`src/rtl/display_timing_controller.sv`:
```
// display_timing_controller: raster timing generator with line-fetch scheduling and sticky underflow detection
module display_timing_controller #(
  parameter int H_ACTIVE = 640,
  parameter int H_FRONT = 16,
  parameter int H_SYNC = 96,
  parameter int H_BACK = 48,
  parameter int V_ACTIVE = 480,
  parameter int V_FRONT = 10,
  parameter int V_SYNC = 2,
  parameter int V_BACK = 33,
  parameter bit SYNC_ACTIVE_LOW = 1'b1
) (
  input  logic        aClock,
  input  logic        aReset,
  input  logic        anInEnable,
  input  logic        anInLineAck,
  input  logic        anInClearUnderflow,
  output logic        anOutHorizontalSync,
  output logic        anOutVerticalSync,
  output logic        anOutDisplayEnabled,
  output logic [11:0] anOutX,
  output logic [11:0] anOutY,
  output logic        anOutFrameStart,
  output logic        anOutLineRequest,
  output logic [11:0] anOutLineIndex,
  output logic        anOutUnderflow
);
  localparam logic [11:0] H_LAST = 12'(H_ACTIVE + H_FRONT + H_SYNC + H_BACK - 1);
  localparam logic [11:0] V_LAST = 12'(V_ACTIVE + V_FRONT + V_SYNC + V_BACK - 1);
  localparam logic [11:0] H_ACT = 12'(H_ACTIVE);
  localparam logic [11:0] V_ACT = 12'(V_ACTIVE);
  localparam logic [11:0] H_SS = 12'(H_ACTIVE + H_FRONT);
  localparam logic [11:0] H_SE = 12'(H_ACTIVE + H_FRONT + H_SYNC);
  localparam logic [11:0] V_SS = 12'(V_ACTIVE + V_FRONT);
  localparam logic [11:0] V_SE = 12'(V_ACTIVE + V_FRONT + V_SYNC);
  logic [11:0] h_cnt, v_cnt, h_nxt, v_nxt, nxt_line, idx;
  logic h_wrap, issue, late, req, unf, hs, vs, de, fs;
  always_comb begin
    h_wrap = h_cnt == H_LAST;
    h_nxt = anInEnable ? (h_wrap ? '0 : h_cnt + 12'd1) : h_cnt;
    v_nxt = (anInEnable && h_wrap) ? (v_cnt == V_LAST ? '0 : v_cnt + 12'd1) : v_cnt;
    nxt_line = v_nxt == V_LAST ? '0 : v_nxt + 12'd1;
    issue = anInEnable && h_nxt == H_ACT && nxt_line < V_ACT;
    late = req && !anInLineAck && anInEnable && h_nxt == '0 && v_nxt == idx;
  end
  always_ff @(posedge aClock) begin
    if (aReset) begin
      h_cnt <= H_LAST;
      v_cnt <= V_LAST;
      hs <= SYNC_ACTIVE_LOW;
      vs <= SYNC_ACTIVE_LOW;
      de <= 1'b0;
      fs <= 1'b0;
      req <= 1'b0;
      idx <= '0;
      unf <= 1'b0;
    end else begin
      h_cnt <= h_nxt;
      v_cnt <= v_nxt;
      de <= h_nxt < H_ACT && v_nxt < V_ACT;
      hs <= (h_nxt >= H_SS && h_nxt < H_SE) ^ SYNC_ACTIVE_LOW;
      vs <= (v_nxt >= V_SS && v_nxt < V_SE) ^ SYNC_ACTIVE_LOW;
      fs <= anInEnable && h_nxt == '0 && v_nxt == '0;
      req <= issue || (req && !anInLineAck && !late);
      idx <= issue ? nxt_line : idx;
      unf <= late || (unf && !anInClearUnderflow);
    end
  end
  assign anOutHorizontalSync = hs;
  assign anOutVerticalSync = vs;
  assign anOutDisplayEnabled = de;
  assign anOutX = h_cnt;
  assign anOutY = v_cnt;
  assign anOutFrameStart = fs;
  assign anOutLineRequest = req;
  assign anOutLineIndex = idx;
  assign anOutUnderflow = unf;
endmodule

```
`config.mk`:
```
export PLATFORM = sky130hd
export DESIGN_NAME = display_timing_controller
export DESIGN_NICKNAME = d
export VERILOG_FILES = /design/src/rtl/display_timing_controller.sv
export SDC_FILE = /design/constraint.sdc
export NUM_CORES = 1
export LEC_CHECK = 0
export BUFFER_PORTS_ARGS = -buffer_cell sky130_fd_sc_hd__buf_2
export CORE_MARGIN = 8
export CORE_UTILIZATION = 47
export DETAILED_ROUTE_END_ITERATION = 7
export PLACE_DENSITY = 0.67
export SKIP_LAST_GASP = 1
export SYNTH_ARGS = -nofsm -noshare
export SYNTH_HDL_FRONTEND = slang
export SYNTH_SLANG_ARGS = --single-unit
```
`constraint.sdc`:
```
create_clock -name aClock -period 4 [get_ports aClock]
set_clock_uncertainty 0.15 [all_clocks]
set_input_delay 0.4 -clock aClock [delete_from_list [all_inputs] [get_ports aClock]]
set_output_delay 0.4 -clock aClock [all_outputs]
set_load 0.005 [all_outputs]
```
==> PnR_summary.wiki, run 1 <==
{| class="wikitable"
! Metric !! Value
|-
| Result of the run || finished clean
|-
| Antenna violations before repair || 0
|-
| Worst IR Drop VDD || 0.244 mV
|-
| Clock sinks || 42
|-
| Dominant delay contributor by cell family on the critical path || simple AND/OR/NAND/NOR gates
|-
| Multi-input combinational cell area || 1940 um^2
|-
| Origin of the worst setup path || anOutX[5]
|-
| Met1 wire length || 3.83 mm
|-
| Min-Delay Path Class || in2reg
|-
| Data required time at the worst endpoint || 4.04 ns
|-
| Peak clock frequency supported by timing || about 0.27 GHz
|-
| Sum of net half-perimeters after detailed placement || slightly above 6 mm
|-
| Per-cell routed wire length || ~17 um
|-
| Pre-CTS setup slack || 0.142 ns
|-
| Leakage power total || 0.00140 uW
|-
| Min cycle time layout || between 3 and 4 ns
|-
| Transition time at the pin with the least slew margin || 0.799 ns
|-
| Data arrival time at the worst-slack endpoint || roughly 3.8 ns
|-
| Growth of design area from synthesis to finish || 20.3%
|-
| Remaining global-route overflow || 0
|-
| H-tree levels || 2
|-
| Net Count, Synth || approximately 350
|-
| Met2 wire length || approximately 3.5 mm
|-
| Total number of vias || 2,810
|-
| List of cells traversed by the critical path || or3_4 > nor4_4 > nand2_1 > o21a_1 > inv_1 > ha_1 > o21ai_1 > or4b_1 > a2111oi_1 > or4_4 > nor2_8 > mux2_1
|-
| WL met3 || 646 um
|-
| Count of antenna diodes in the layout || 0
|-
| Drt initial violations || 240
|-
| Number of ports placed on the die boundary || 47
|-
| Standard-cell row count || 28
|-
| Hold path start || anInClearUnderflow
|-
| Via count of the first global-routing pass || 2,636
|-
| Synthesized area per cell || 8.46 um^2
|-
| Maximum number of pins on one net before global-route repair || 48
|-
| Pwr/cell area || 357 nW/um^2
|-
| 1st-pass router iterations || 5
|-
| Slowest cell on the critical path || or4b_1
|-
| Y dimension of the die || 94.4 um
|-
| Element type at the critical path start || register
|-
| Clock Latency Late Sink || 0.30 ns
|-
| Setup crit end kind || register
|-
| Number of register bits inferred by synthesis || 42
|-
| Highest fanout seen on the critical path || 8
|-
| Area after detailed placement || between 3000 and 4000 um^2
|-
| Combined global-route utilization of all metal layers || 0.186
|-
| Filler cells || approximately 540
|-
| Number of flops mapped to enable cells by yosys || 0
|-
| Synth Flop Type || dfxtp_1
|-
| Launch point of the worst reg-to-reg path || anOutX[5]
|-
| Synthesized cell area || 2890 um^2
|-
| Clock tree from TritonCTS || yes
|-
| Maximum buffer depth of the clock tree || 2
|-
| Clock Tree Root || clkbuf_8
|-
| Clock transition at the registers of the reported paths || roughly 0.090 ns
|-
| Post-synthesis instance total || 341
|-
| Total setup violations reported at the end of the flow || 0
|-
| Number of max-slew violations in the final report || 0
|-
| Number of warning messages in the yosys log || 0
|-
| Final setup TNS || 0 ns
|-
| Crit-path max cell delay || 0.53 ns
|-
| Routed WL || 8.09 mm
|-
| Wire length of the first global-routing pass || 13.5 mm
|-
| Worst setup margin || roughly 0.26 ns
|-
| Residual DRC || 0
|-
| Count of buffers inserted at the top-level ports || 46
|-
| Die Area || slightly below 9000 um^2
|-
| Max-slew headroom || 0.467
|-
| Top routing layer in use || met4
|-
| Count of distinct cell types in the synthesized netlist || 69
|-
| Per-cell via count in the routed design || about 5.8
|-
| Asr flop ratio synth || 0
|-
| Share of cells above drive strength 1 || 0.278
|-
| Number of maximum-capacitance violations || 0
|-
| Library cell occupying the most area in the post-synthesis netlist || dfxtp_1
|-
| Most area-consuming cells after synthesis || dfxtp_1 (29%), xnor2_1 (6.7%), xor2_1 (3.9%)
|-
| Final antenna-violating net count || 0
|-
| Number of nets in the layout || 422
|-
| Placer's final routability congestion estimate || about 0.94
|-
| Hold Vio Cnt, Final || 0
|-
| Number of hold-repair buffers added at the cts stage || 0
|-
| Effective utilization at floorplan || 0.487
|-
| CORE AREA || 5920 um^2
|-
| CP bufs+invs || 1
|-
| Die span in x || 94.4 um
|-
| Category of the most critical setup path || reg2reg
|-
| Fraction of the yosys area taken by sequential cells || 0.291
|-
| Storage cell area || 841 um^2
|-
| Yosys top cell area share || 0.291
|-
| Final instance area || 3470 um^2
|-
| Total CTS buffers || 5
|-
| Final clock period utilization by the worst path || 0.935
|}
==> kinds of logic after synthesis <==
family	count (synthesis)	synth area share
and+or+nand+nor	163	0.352
AOI/OAI and AO/OA	61	0.150
DFF	42	0.291
xor gates and xnor gates	35	0.106
buffers and inverters	25	0.0408
muxes	10	0.0373
adders and majority gates	5	0.0217
==> final timing paths <==
path                       end  slack [ns]  cells after the start
max          anOutLineIndex[2]        0.26                     12
min reg2reg     anOutUnderflow        0.34                      2
min             anOutUnderflow        0.21                      3
max reg2reg  anOutLineIndex[2]        0.26                     12
==> Yosys cell counts (3+ instances only) <==
cell type / instances
a31oi_1: 4
nor2b_1: 9
or2_2: 6
o21ai_0: 9
mux2i_1: 4
nand4_1: 11
nand2_1: 19
a21oi_1: 12
ha_1: 5
nand3_1: 17
clkbuf_1: 6
nand2b_1: 11
nor2_1: 24
o22ai_1: 3
xnor2_1: 22
nor3b_1: 5
mux2_2: 3
mux2_1: 3
inv_1: 11
o21a_1: 6
and3_1: 5
o21ai_1: 3
o41ai_1: 3
a21o_1: 3
buf_4: 3
xor2_1: 13
buf_2: 4
and4_1: 5
nor3_1: 19
or4_1: 4
dfxtp_1: 42
==> per-layer routing <==
| metal | vias to the layer above | track usage |
|---|---|---|
| met5 | - | 0 |
| met4 | 0 | 0.0568 |
| met3 | 12 | 0.0397 |
| met2 | 121 | 0.280 |
| met1 | 1293 | 0.259 |
| li1 | 1384 | - |
==> where the power goes <==
group / total [uW] / leakage (uW) / internal (uW) / switching [uW]
sequential: 478 / 0.000341 / 439 / 39.3
combinational: 475 / 0.00102 / 201 / 274
clock: 285 / 0.0000483 / 123 / 162
total: 1240 / 0.00140 / 763 / 475
==> layout make-up <==
class / count / area share
Tap cell: 75 / 0.0270
Clock inverter: 3 / 0.00541
Inverter: 11 / 0.0119
Timing Repair Buffer: 78 / 0.136
Multi-Input combinational cell: 274 / 0.558
Sequential cell: 42 / 0.242
Clock buffer: 5 / 0.0198
==> stage by stage <==
step                      total power (uW)  cells   util  hold WS (ns)
after detailed placement               944    477  0.566         0.324
after CTS                             1230    485  0.581         0.204
after global routing                  1310    488  0.586         0.224
after floorplan                        782    341      -         0.316
after global placement                 944    477  0.566         0.308
final                                 1240    488  0.586         0.207
==> cells in the final DEF (no fill, tap or decap), types with 3 or more instances in the layout <==
cell type and count:
buf_2 46, dfxtp_1 42, buf_4 32, nor2_1 24
xnor2_1 22, nor3_1 19, nand2_1 18, nand3_1 17
xor2_1 13, a21oi_1 12, inv_1 11, nand4_1 11
nand2b_1 11, o21ai_0 9, nor2b_1 9, o21a_1 6
or2_2 6, nor3b_1 5, and4_1 5, and3_1 5
clkbuf_8 5, a31oi_1 4, mux2i_1 4, ha_1 4
a21o_1 3, o21ai_1 3, o22ai_1 3, mux2_2 3
o41ai_1 3, or4_1 3, mux2_1 3
==> registers in the layout, indices dropped and copies added (netlist names) <==
signal,count
anOutDisplayEnabled,1
anOutFrameStart,1
anOutHorizontalSync,1
anOutLineIndex,12
anOutLineRequest,1
anOutUnderflow,1
anOutVerticalSync,1
anOutX,12
anOutY,12
==> worst min-delay path: stages <==
cell and delay (ns):
buf_2 0.07, nand2b_1 0.09, a21oi_1 0.06
==> timing repair <==
action | 4_1_cts | 5_1_grt
endpoints found under the setup margin | 0 | 13
buffers inserted | 0 | 3
resized for setup | 0 | 4
(Power assumes the default switching activity.)
==> run 2: changes to the inputs <==
- PLACE_DENSITY: 0.67 -> 0.64
- SLEW_MARGIN: not set -> 10
- clock period: 4 -> 4.8 ns (I/O delays scaled with it)
==> PnR_summary.wiki, run 2 (same netlist as run 1, synthesis figures left out) <==
{| class="wikitable"
! Metric !! Value
|-
| Placer's final routability congestion estimate || 0.860 (-8.1%)
|-
| Most crowded layer after global routing || met2
|-
| Residual DRC || 0 (unchanged)
|-
| List of cells traversed by the critical path || ha_1 > nand2_1 > nor4_4 > mux2i_1 > inv_1 > ha_1 > o21ai_1 > or4b_1 > a2111oi_0 > or4_1 > nor2_8 > mux2_1
|-
| Die Area || 8900 um^2 (unchanged)
|-
| Combined global-route utilization of all metal layers || 0.179 (-0.00756)
|-
| Number of gates resized after CTS || 0 (unchanged)
|-
| Clock transition at the registers of the reported paths || 0.08 ns (about the same)
|-
| Worst IR Drop VDD || 0.162 mV (-34%)
|-
| Multi-input combinational cell area || 1930 um^2 (-0.52%)
|-
| Clock Latency Late Sink || 0.29 ns (about the same)
|-
| Transition time at the pin with the least slew margin || 0.843 ns (+0.0446 ns)
|-
| Highest-count cells in the layout ignoring fill and taps || buf_2 (46), dfxtp_1 (42), nor2_1 (24)
|-
| Met1 demand-to-capacity share in global routing || 0.255 (-0.00410)
|-
| Commonest non-fill, non-tap cell in the layout || buf_2
|-
| Cell mode on critical path || ha_1
|-
| 1st-pass router iterations || 4 (-1)
|-
| Number of maximum-capacitance violations || 0 (unchanged)
|-
| Per-cell routed wire length || 16.7 um (+1.0%)
|-
| Die span in x || 94.4 um (unchanged)
|-
| Antenna violations before repair || 0 (unchanged)
|-
| Count of buffers inserted at the top-level ports || 46 (unchanged)
|-
| Cell total after placement || 451 (-5.5%)
|-
| Max-slew headroom || 0.438 (-0.0298)
|-
| Data required time at the worst endpoint || 4.83 ns (+0.79 ns)
|-
| Number of hold-repair buffers added at the cts stage || 0 (unchanged)
|-
| Peak clock frequency supported by timing || 0.231 GHz (-14%)
|-
| Clock Power Share || 0.237 (+0.007)
|-
| Effective utilization at floorplan || 0.487 (unchanged)
|-
| Storage cell area || 841 um^2 (unchanged)
|-
| H-tree levels || 2 (unchanged)
|-
| Post-CTS setup buffer count || 0 (unchanged)
|-
| Setup repair after global routing missed its margin || no
|-
| Internal power component || 595 uW (-22%)
|-
| Filler cells || 564 (+4.8%)
|-
| Final setup TNS || 0 ns (unchanged)
|-
| Clock sinks || 42 (unchanged)
|-
| Met3 Track Usage GR || 0.0381 (-0.00159)
|-
| Sw Ratio || 0.389 (+0.00524)
|-
| Pwr/cell area || 301 nW/um^2 (-16%)
|-
| Number of max-slew violations in the final report || 0 (unchanged)
|-
| Net switching power || 379 uW (-20%)
|-
| Final antenna-violating net count || 0 (unchanged)
|-
| Dominant delay contributor by cell family on the critical path || simple AND/OR/NAND/NOR gates
|-
| Total setup violations reported at the end of the flow || 0 (unchanged)
|-
| Data arrival time at the worst-slack endpoint || 4.36 ns (+0.58 ns)
|-
| Worst setup margin || 0.476 ns (+0.214 ns)
|-
| Min-Delay Path Class || in2reg
|-
| Via count of the first global-routing pass || 2,526 (-4.2%)
|-
| Final Core Density || 0.548 (-0.0387)
|-
| Final clock period utilization by the worst path || 0.901 (-0.0337)
|-
| Sum of net half-perimeters after detailed placement || 5.81 mm (-5.6%)
|-
| Relative contribution of sequential cells to total power || 0.409 (+0.023)
|-
| Comb power frac || 0.354 (-0.029)
|-
| Clock Tree Root || clkbuf_8
|-
| Min cycle time layout || 4.32 ns (+0.586 ns)
|-
| Maximum number of pins on one net before global-route repair || 48 (unchanged)
|-
| Growth of design area from synthesis to finish || 12.4%
|-
| Setup crit end kind || register
|-
| Standard-cell row count || 28 (unchanged)
|-
| CORE AREA || 5920 um^2 (unchanged)
|-
| Result of the run || finished clean
|-
| Number of nets in the layout || 393 (-6.9%)
|-
| Highest fanout seen on the critical path || 10 (+2)
|-
| Clock tree from TritonCTS || yes
|-
| Category of the most critical setup path || reg2reg
|-
| Drt initial violations || 147 (-39%)
|-
| Wire length of the first global-routing pass || 12.9 mm (-3.9%)
|-
| Routed WL || 7.69 mm (-5.0%)
|-
| Y dimension of the die || 94.4 um (unchanged)
|-
| Remaining global-route overflow || 0 (unchanged)
|-
| Per-cell via count in the routed design || 5.76 (about the same)
|-
| Count of antenna diodes in the layout || 0 (unchanged)
|-
| Maximum buffer depth of the clock tree || 2 (unchanged)
|-
| CP bufs+invs || 1 (unchanged)
|-
| Crit-path max cell delay || 0.75 ns (+0.22 ns)
|-
| Total number of vias || 2,645 (-5.9%)
|-
| GR Layer Usage met2 || 0.263 (-0.0174)
|-
| Element type at the critical path start || register
|-
| Hold Vio Cnt, Final || 0 (unchanged)
|-
| Pre-CTS setup slack || 0.520 ns (+0.377 ns)
|-
| Total CTS buffers || 5 (unchanged)
|-
| Number of standard cells in the final layout excluding fillers || 459 (-5.9%)
|-
| Number of ports placed on the die boundary || 47 (unchanged)
|-
| Share of cells above drive strength 1 || 0.214 (-0.0649)
|-
| Leakage power total || 0.00126 uW (-10%)
|-
| Slowest cell on the critical path || or4_1
|}
-- run 2: power by group through the flow --
stage                     clock, uW  sequential, uW  combinational, uW
after CTS                       240             398                345
after global placement            0             406                340
after detailed placement          0             406                342
final                           231             399                344
after floorplan                   0             397                255
after global routing            252             404                382
-- run 2: final timing paths --
check,from,endpoint,slack (ns),depth (start not counted)
max,anOutX[0],anOutLineIndex[2],0.48,12
max reg2reg,anOutX[0],anOutLineIndex[2],0.48,12
min reg2reg,anOutUnderflow,anOutUnderflow,0.33,2
min,anInClearUnderflow,anOutUnderflow,0.29,3
-- run 2: metal layers --
layer  vias to the layer above  part of all wire
met5                         -                 0
met4                         0             0.011
met2                        90              0.43
li1                       1325                 -
met1                      1222              0.48
met3                         8             0.074
-- run 2: cell type report --
type	instances	share of cell area
clock inverters	2	0.00425
clock buffers	6	0.0224
well taps	75	0.0289
flip-flops and latches	42	0.259
repair buffers	49	0.0780
inverters	11	0.0127
multi-input cells	274	0.594
-- run 2: worst min-delay path, stage by stage --
cell and delay, ns:
buf_2 0.07, nand2b_1 0.08, a21oi_1 0.06
-- run 2: metrics by stage --
stage | cell area, um^2 | power [uW] | hold slack [ns]
after floorplan | 2890 | 651 | 0.316
after global placement | 3160 | 746 | 0.309
after detailed placement | 3160 | 748 | 0.317
after CTS | 3240 | 982 | 0.281
after global routing | 3240 | 1040 | 0.320
final | 3240 | 974 | 0.290
==> run 3: changes to the inputs <==
- BUFFER_PORTS_ARGS: -buffer_cell sky130_fd_sc_hd__buf_2 -> not set
- DONT_BUFFER_PORTS: not set -> 1
- PLACE_DENSITY: 0.64 -> 0.58
==> PnR_summary.wiki, run 3 (same netlist as run 1, synthesis figures left out) <==
{| class="wikitable"
! Metric !! Value
|-
| Data arrival time at the worst-slack endpoint || 4.33 ns (-0.03 ns)
|-
| Per-cell routed wire length || 18.6 um (+11%)
|-
| Via count of the first global-routing pass || 2,374 (-6.0%)
|-
| Clock Latency Late Sink || 0.30 ns (about the same)
|-
| Most crowded layer after global routing || met2
|-
| Final instance area || 3050 um^2 (-5.9%)
|-
| Number of standard cells in the final layout excluding fillers || 415 (-9.6%)
|-
| Per-cell via count in the routed design || 5.93 (+2.9%)
|-
| Drt initial violations || 127 (-14%)
|-
| Pre-CTS setup slack || 0.519 ns (-0.000655 ns)
|-
| Number of nets in the layout || 349 (-11%)
|-
| Area after detailed placement || 2940 um^2 (-6.8%)
|-
| Final setup TNS || 0 ns (unchanged)
|-
| Cell total after placement || 407 (-9.8%)
|-
| Worst IR Drop VDD || 0.144 mV (-11%)
|-
| Growth of design area from synthesis to finish || 5.72%
|-
| Peak clock frequency supported by timing || 0.233 GHz (+0.71%)
|-
| Maximum buffer depth of the clock tree || 2 (unchanged)
|-
| Total setup violations reported at the end of the flow || 0 (unchanged)
|-
| Slowest cell on the critical path || or4b_1
|-
| Storage cell area || 841 um^2 (unchanged)
|-
| Highest fanout seen on the critical path || 10 (unchanged)
|-
| Clock tree from TritonCTS || yes
|-
| 1st-pass router iterations || 4 (unchanged)
|-
| Element type at the critical path start || register
|-
| Y dimension of the die || 94.4 um (unchanged)
|-
| Min cycle time layout || 4.29 ns (-0.0303 ns)
|-
| Transition time at the pin with the least slew margin || 0.757 ns (-0.0859 ns)
|-
| CORE AREA || 5920 um^2 (unchanged)
|-
| Routed WL || 7.71 mm (+0.23%)
|-
| Hold WS || 0.0855 ns (-0.204 ns)
|-
| H-tree levels || 2 (unchanged)
|-
| Total number of vias || 2,460 (-7.0%)
|-
| Clock Tree Root || clkbuf_8
|-
| Number of maximum-capacitance violations || 0 (unchanged)
|-
| Hold Vio Cnt, Final || 0 (unchanged)
|-
| List of cells traversed by the critical path || ha_1 > nand2_1 > nor4_4 > nand2_1 > o21a_1 > inv_1 > ha_1 > o21ai_1 > or4b_1 > a2111oi_0 > or4_1 > nor2_8 > mux2_1
|-
| Met1 demand-to-capacity share in global routing || 0.258 (+0.00374)
|-
| Number of hold-repair buffers added at the cts stage || 0 (unchanged)
|-
| Pwr/cell area || 333 nW/um^2 (+11%)
|-
| Dominant delay contributor by cell family on the critical path || simple AND/OR/NAND/NOR gates
|-
| Leakage power total || 0.00106 uW (-16%)
|-
| Clock transition at the registers of the reported paths || 0.09 ns (about the same)
|-
| Standard-cell row count || 28 (unchanged)
|-
| Setup repair after global routing missed its margin || no
|-
| Count of buffers inserted at the top-level ports || 0 (-100%)
|-
| Effective utilization at floorplan || 0.487 (unchanged)
|-
| Residual DRC || 0 (unchanged)
|-
| Remaining global-route overflow || 0 (unchanged)
|-
| GR Layer Usage met2 || 0.258 (-0.00463)
|-
| Sum of net half-perimeters after detailed placement || 5.88 mm (+1.2%)
|-
| Number of max-slew violations in the final report || 0 (unchanged)
|-
| Crit-path max cell delay || 0.53 ns (-0.22 ns)
|-
| Antenna violations before repair || 0 (unchanged)
|-
| Highest-count cells in the layout ignoring fill and taps || dfxtp_1 (42), nor2_1 (24), xnor2_1 (22)
|-
| CP bufs+invs || 1 (unchanged)
|-
| Setup crit end kind || register
|-
| Multi-input combinational cell area || 1930 um^2 (unchanged)
|-
| Number of ports placed on the die boundary || 47 (unchanged)
|-
| Maximum number of pins on one net before global-route repair || 48 (unchanged)
|-
| Clock sinks || 42 (unchanged)
|-
| Count of antenna diodes in the layout || 0 (unchanged)
|-
| Final clock period utilization by the worst path || 0.894 (-0.00631)
|-
| Placer's final routability congestion estimate || 0.839 (-2.5%)
|-
| Worst setup margin || 0.506 ns (+0.0303 ns)
|-
| Number of gates resized after CTS || 0 (unchanged)
|-
| Data required time at the worst endpoint || 4.84 ns (about the same)
|-
| Result of the run || finished clean
|-
| Final antenna-violating net count || 0 (unchanged)
|-
| Die Area || 8900 um^2 (unchanged)
|-
| Category of the most critical setup path || reg2reg
|-
| Filler cells || 577 (+2.3%)
|-
| Wire length of the first global-routing pass || 12.9 mm (-0.43%)
|-
| Max-slew headroom || 0.491 (+0.0537)
|-
| Share of cells above drive strength 1 || 0.112 (-0.102)
|-
| Met3 Track Usage GR || 0.0532 (+0.0151)
|-
| Commonest non-fill, non-tap cell in the layout || dfxtp_1
|-
| Total CTS buffers || 5 (unchanged)
|-
| Combined global-route utilization of all metal layers || 0.182 (+0.00269)
|-
| Min-Delay Path Class || in2reg
|-
| Post-CTS setup buffer count || 0 (unchanged)
|-
| Die span in x || 94.4 um (unchanged)
|}
## run 3: cell count changes in the layout (fill, tap and decap cells not counted)
cell	delta
clkinvlp_4	+1
clkinv_2	-1
clkinv_4	-1
buf_2	-46
buf_4	+2
bufinv_16	+1
## run 3: cell type report
type | instances | share of cell area
multi-input cells | 274 | 0.632
flip-flops and latches | 42 | 0.276
well taps | 75 | 0.0308
clock buffers | 6 | 0.0238
inverters | 11 | 0.0135
clock inverters | 2 | 0.0123
repair buffers | 5 | 0.0123
## run 3: path summary, 6_finish.rpt
check	start	end	slack, ns	cells after the start
min	aReset	anOutY[10]	0.09	1
max reg2reg	anOutX[0]	anOutLineIndex[2]	0.51	13
min reg2reg	anOutUnderflow	anOutUnderflow	0.35	2
max	anOutX[0]	anOutLineIndex[2]	0.51	13
## run 3: where the power goes
part | switching (uW) | total, uW | internal, uW
Sequential | 39.2 | 405 | 366
Clock | 133 | 288 | 155
Combinational | 204 | 324 | 121
Total | 376 | 1020 | 642
## run 3: worst register-to-register path, stage by stage (launching register included)
cell and delay (ns):
dfxtp_1 0.46, ha_1 0.28, nand2_1 0.24, nor4_4 0.38
nand2_1 0.17, o21a_1 0.24, inv_1 0.12, ha_1 0.23
o21ai_1 0.17, or4b_1 0.53, a2111oi_0 0.37, or4_1 0.42
nor2_8 0.10, mux2_1 0.34
## run 3: metal layers
layer | up-vias | wire [um]
met2 | 77 | 3240
li1 | 1237 | -
met5 | - | 0
met4 | 0 | 95
met1 | 1139 | 3720
met3 | 7 | 650
## run 3: stage by stage
stage,utilization,total power (uW)
5_1_grt,0.515,1080
2_1_floorplan,-,651
4_1_cts,0.515,1020
3_5_place_dp,0.497,735
3_3_place_gp,0.497,734
6_report,0.515,1020
